`config.mk`:
```
export PLATFORM = sky130hd
export DESIGN_NAME = thread_address_offset
export DESIGN_NICKNAME = d
export VERILOG_FILES = /design/src/rtl/thread_address_offset.sv
export SDC_FILE = /design/constraint.sdc
export NUM_CORES = 1
export LEC_CHECK = 0
export ABC_AREA = 1
export BUFFER_PORTS_ARGS = -buffer_cell sky130_fd_sc_hd__buf_2
export CAP_MARGIN = 0
export CORE_MARGIN = 2
export CORE_UTILIZATION = 45
export CTS_CLUSTER_SIZE = 10
export DETAILED_ROUTE_END_ITERATION = 8
export GPL_TIMING_DRIVEN = 0
export PLACE_DENSITY = 0.65
export SYNTH_ARGS = -nofsm -noshare
export SYNTH_HDL_FRONTEND = slang
export SYNTH_SLANG_ARGS = --single-unit
```
`constraint.sdc`:
```
create_clock -name clock -period 3.12 [get_ports clock]
set_input_delay 0.156 -clock clock [delete_from_list [all_inputs] [get_ports clock]]
set_output_delay 0.156 -clock clock [all_outputs]
set_load 0.05 [all_outputs]
```
`src/rtl/thread_address_offset.sv`:
```
// Per-thread address offset stage: a round-robin thread counter selects an offset
// that is added to the raw operand address, and the result is registered for the range decoders.
module thread_address_offset #(
   parameter int unsigned ADDR_WIDTH = 10,
   parameter int unsigned THREAD_COUNT = 8,
   parameter int unsigned THREAD_COUNT_WIDTH = 3,
   parameter logic [ADDR_WIDTH-1:0] OFFSET_INIT = '0
) (
   input  logic                          clock,
   input  logic                          clear,
   input  logic [ADDR_WIDTH-1:0]         in_addr,
   input  logic                          in_valid,
   input  logic                          offset_wren,
   input  logic [THREAD_COUNT_WIDTH-1:0] offset_thread,
   input  logic [ADDR_WIDTH-1:0]         offset_data,
   output logic [ADDR_WIDTH-1:0]         out_addr,
   output logic                          out_valid,
   output logic [THREAD_COUNT_WIDTH-1:0] out_thread
);

   localparam logic [THREAD_COUNT_WIDTH-1:0] LAST_THREAD = THREAD_COUNT_WIDTH'(THREAD_COUNT - 1);

   logic [THREAD_COUNT_WIDTH-1:0] thread_cnt;
   logic [ADDR_WIDTH-1:0]         offsets [THREAD_COUNT];
   logic [ADDR_WIDTH-1:0]         sum_c;
   logic                          write_ok_c;

   // Carry out of the add is intentionally dropped; addresses wrap modulo 2^ADDR_WIDTH.
   assign sum_c      = in_addr + offsets[thread_cnt];
   assign write_ok_c = offset_wren && (32'(offset_thread) < THREAD_COUNT);

   always_ff @(posedge clock) begin
      if (clear) begin
         thread_cnt <= '0;
         out_addr   <= '0;
         out_valid  <= 1'b0;
         out_thread <= '0;
         for (int i = 0; i < int'(THREAD_COUNT); i++) begin
            offsets[i] <= OFFSET_INIT;
         end
      end else begin
         thread_cnt <= (thread_cnt == LAST_THREAD) ? '0 : thread_cnt + 1'b1;
         out_addr   <= sum_c;
         out_valid  <= in_valid;
         out_thread <= thread_cnt;
         // Read above uses the pre-write value, so a write lands on the thread's next turn.
         if (write_ok_c) begin
            offsets[offset_thread] <= offset_data;
         end
      end
   end

endmodule

```
Word-level counts from Yosys, hierarchy flattened:

Memories as Yosys holds them, arrays and structs flattened. A register that Yosys moved wholly into a read port is not among the register bits.
Index checks and enable logic that the tools add are counted.

* register bits after elaboration: 17
* bits in writable memories: 80
* input bits: 27
* output and inout port bits: 14
* logic and storage cells: 19
* memories: 1

* $add $sub $neg: 2
* equality and inequality tests: 1
* mux-type cells: 9
* reductions and logical operators: 2

Memories
* offsets: depth 8, bits a word 10, rd ports 1, clocked after Yosys merged registers in 1, wr ports 8, RTL line 24 `logic [ADDR_WIDTH-1:0] offsets [THREAD_COUNT];`

Operator list (count)
* $add A10 B10 Y10: 1
* $mux W10: 1
* $reduce_or A10 Y1: 1
* $mux W1: 6
* $mux W3: 2
* $add A3 B1 Y3 const B: 1
* $eq A3 B3 Y1 const B: 1
* $reduce_or A2 Y1: 1

Depth between registers and ports, before layout:

* depth after elaboration: 5
* depth in mapped cells: 17
* depth with buffers taken out: 15

Worst setup path before layout:

No wires, ideal clock.

* path type: register to register
* from: register thread_cnt[1] (netlist name)
* to: register out_addr[8]
* library setup time: 115 ps
* arrival: 2168 ps
* data required time: 3005 ps
* slack: 837 ps
* cell stages (with the launch flop): 14
* path buffers: 2
* clock period less this slack: 2283 ps
* cell sequence: dfxtp_1 > buf_2 > buf_2 > o21ai_0 > o22ai_1 > nand2_1 > nand2_1 > ha_1 > inv_1 > fa_1 > o21ai_1 > nand4_1 > a21oi_1 > nor2_1

RTL lines
* end signal: assignment: RTL line 43 `out_addr <= sum_c;`
* end: declaration: RTL line 16 `output logic [ADDR_WIDTH-1:0] out_addr,`

==> reports/qor.txt <==
STATUS
--------------------------------------------------------------------------------------
Result of the run                                                         finished clean

CTS
--------------------------------------------------------------------------------------
Clock slew at the register clock pins of the worst setup and hold paths         100 ps
Inserted Clock Buffers                                                               9
Number of setup buffers added after CTS                                              0
Sink count of the clock tree                                                        97
Deepest level of the CTS H-tree                                                      3
Clock tree from TritonCTS                                                         done
Insertion delay to the later sink of the worst-skew pair                        370 ps
Clock buffer depth                                                                   2
Cell at the root of the clock tree                                        sky130_fd_sc_hd__clkbuf_8

SYNTHESIS
--------------------------------------------------------------------------------------
Area of the mapped netlist                                                    4610 um2
Cell with the most instances after synthesis                              sky130_fd_sc_hd__nor2_1
Synthesized flop and latch total                                                    97
Synthesized instance count                                                         482
Leading cell types by total area after synthesis                          sky130_fd_sc_hd__edfxtp_1, sky130_fd_sc_hd__nor2_1, sky130_fd_sc_hd__dfxtp_1, sky130_fd_sc_hd__nand2_1, sky130_fd_sc_hd__inv_1
Post-synthesis cell type with the largest combined area                   sky130_fd_sc_hd__edfxtp_1
Post-synthesis net count                                                           521
Sequential cell area fraction in the yosys report                                0.595
Top post-synthesis cells by count                                         sky130_fd_sc_hd__nor2_1, sky130_fd_sc_hd__edfxtp_1, sky130_fd_sc_hd__nand2_1
Synthesis Warnings                                                                   0
Distinct cell type count after synthesis                                            29
Share of Yosys cell area claimed by the top area cell type                       0.521
Async set-reset flop share out of synthesis                                          0
Number of synthesized flops with an enable pin                                      80
Per-instance average area after synthesis                                     9.56 um2
Most used flip-flop cell after synthesis                                  sky130_fd_sc_hd__edfxtp_1

WORST SETUP PATH
--------------------------------------------------------------------------------------
Critical path data required time                                               3380 ps
Startpoint-to-endpoint class of the critical path                           reg -> reg
Data arrival, critical path                                                    3110 ps
Worst r2r path cells                                                                14
Worst Path Max Fanout                                                               10
Type of element capturing the critical path                                       flop
Reg-to-reg startpoint                                                     thread_cnt[0]
End of the critical path                                                   out_addr[8]
Reg2Reg Setup Slack                                                             270 ps
End of the worst register-to-register path                                 out_addr[8]
Startpoint Class                                                                  flop
Beginning of the critical path                                            thread_cnt[0]

STA
--------------------------------------------------------------------------------------
Hold Violations, Final                                                               0
Final Slew Violations                                                                0
Worst Slack Setup Final                                                         268 ps
Fmax                                                                           351 MHz
Setup_tns                                                                         0 ps
Tightest slew margin relative to the limit                                       0.629
Period utilization                                                               0.914
Period minus WS final                                                          2850 ps
Worst clock skew                                                               15.4 ps
Final setup violating endpoints                                                      0
Unrepaired setup endpoints after global routing                                     no
Pin slew with the least headroom to its limit                                   555 ps

POWER
--------------------------------------------------------------------------------------
Total Power                                                                    2.94 mW
Power share of the clock group                                                   0.256
Power Internal                                                                 2.00 mW
Power density relative to cell area                                         571 nW/um2
Logic gate share of total power                                                  0.224
Switching share of power                                                         0.321
Maximum vdd ir drop                                                           0.304 mV
Reported net switching power                                                    946 uW
Share of power burned in registers                                               0.520
Static leakage                                                                 2.23 nW

FLOORPLAN
--------------------------------------------------------------------------------------
Area inside the core boundary                                                 9860 um2
Die ar.                                                                      11100 um2
Die Span Y                                                                      105 um
Die X                                                                           105 um
Initial Util                                                                     0.467
Placement Rows                                                                      36
I/O Pins                                                                            41

GLOBAL ROUTE
--------------------------------------------------------------------------------------
Initial antenna violation count                                                      0
Largest net degree at the start of global routing                                   18
Total congestion overflow after global routing                                       0
Via count of the first global-routing pass                                        3224
Total global-route track usage                                                   0.196
Wire length of the first global-routing pass                                  16500 um

LAYOUT
--------------------------------------------------------------------------------------
Area added between synthesis and finish                                          11.9%
Final-stage net count                                                              572
Final Util                                                                       0.523
Layout cell share with drive strength beyond 1                                   0.190
Count of non-filler cells in the finished layout                                   671
Count of inserted antenna diode cells                                                0

ROUTING
--------------------------------------------------------------------------------------
Iter 0 DRT Violations                                                              209
Remaining antenna violation count after routing                                      0
Total via count after detailed routing                                            3443
First drt pass iteration count                                                       5
Ratio of routed vias to standard cells                                            5.13
Detailed-route wire length                                                    10500 um
Wire length per cell                                                           15.7 um
Remaining design rule violation count                                                0

HOLD PATH
--------------------------------------------------------------------------------------
Worst hold path depth                                                                2
Hold crit path type                                                          in -> reg

PLACE
--------------------------------------------------------------------------------------
Routability-driven placement congestion ratio                                    0.886
Port Buf Inserts                                                                    39
Half-perimeter wire length after detailed placement                            7320 um
Placed Cells incl. Taps                                                            654
Placement-stage worst setup slack                                               317 ps

FLOW RUN
--------------------------------------------------------------------------------------
Max-cap violations                                                                   0

how the worst min path moves through the flow:
stage / to / slack (ps) / start
5_1_grt: out_valid / 120 / clear
3_5_place_dp: out_valid / 370 / in_valid
6_report: out_addr[1] / 90 / clear
2_1_floorplan: out_valid / 260 / in_valid
4_1_cts: out_addr[0] / 90 / clear
3_3_place_gp: out_valid / 360 / in_valid
critical path: stages (launching register included):
cell and delay, ps:
sky130_fd_sc_hd__dfxtp_1 410, sky130_fd_sc_hd__inv_2 140, sky130_fd_sc_hd__buf_6 160, sky130_fd_sc_hd__buf_6 170, sky130_fd_sc_hd__nor2_1 50, sky130_fd_sc_hd__o22ai_1 270
sky130_fd_sc_hd__nand2_1 90, sky130_fd_sc_hd__nand2_1 80, sky130_fd_sc_hd__ha_1 190, sky130_fd_sc_hd__inv_1 70, sky130_fd_sc_hd__fa_1 410, sky130_fd_sc_hd__o21ai_1 290
sky130_fd_sc_hd__nand4_1 170, sky130_fd_sc_hd__a21oi_1 180, sky130_fd_sc_hd__nor2_1 60
placed cells by master (no fill, tap or decap), types with 12 or more instances in the layout:
master and n:
sky130_fd_sc_hd__a21oi_1 12, sky130_fd_sc_hd__nand2_1 70, sky130_fd_sc_hd__buf_2 51, sky130_fd_sc_hd__nor2_1 136, sky130_fd_sc_hd__dfxtp_1 17, sky130_fd_sc_hd__edfxtp_1 80, sky130_fd_sc_hd__o21ai_0 21, sky130_fd_sc_hd__o22ai_1 18
sky130_fd_sc_hd__inv_1 40, sky130_fd_sc_hd__o21ai_2 14
cell families after synthesis:
group / count (synthesis) / synth area share
AO/OA/AOI/OAI: 79 / 0.105
adder cells (fa/ha/maj): 12 / 0.0342
buffers and inverters: 69 / 0.0725
flip-flops: 97 / 0.595
AND/OR/NAND/NOR: 225 / 0.193
what timing repair did:
| item | 4_1_cts | 5_1_grt |
|---|---|---|
| setup endpoints to repair | 0 | 0 |
| hold buffers | 1 | 0 |
| hold endpoints to repair | 1 | 0 |
| gates resized for setup | 0 | 0 |
sequential cells by signal, summed over array words and instances, names as in the netlist:
signal      count
out_addr       10
offsets        80
thread_cnt      3
out_thread      3
out_valid       1
area by class of cell:
type                            count  area (um2)
Fill cell                         920        4710
Tap cell                          133         166
Buffer                             24         165
Clock inverter                      7        51.3
Timing Repair Buffer               40         205
Sequential cell                    97        2740
Clock buffer                        9         124
Inverter                           45         169
Multi-Input combinational cell    316        1530
per-layer routing:
layer / wire length [um] / up-vias / GRT usage / part of all wire
li1: - / 1696 / - / -
met1: 4570 / 1600 / 0.255 / 0.44
met2: 5070 / 133 / 0.333 / 0.48
met3: 723 / 14 / 0.0346 / 0.069
met4: 138 / 0 / 0.0590 / 0.013
met5: 0 / - / 0 / 0
metrics by stage:
step | area, um2 | hold WS, ps
floorplan | 4610 | 263
global placement | 4970 | 363
detailed placement | 4970 | 374
CTS | 5160 | 90.2
global route | 5160 | 116
finish | 5160 | 92.8
power groups by stage:
stage / Clock, mW / Combinational, mW / Sequential [mW]
floorplan: 0 / 0.370 / 1.67
global placement: 0 / 0.643 / 1.56
detailed placement: 0 / 0.656 / 1.56
CTS: 0.767 / 0.659 / 1.53
global route: 0.812 / 0.727 / 1.54
finish: 0.754 / 0.659 / 1.53
Note: power is estimated with default switching activity, not from simulation.
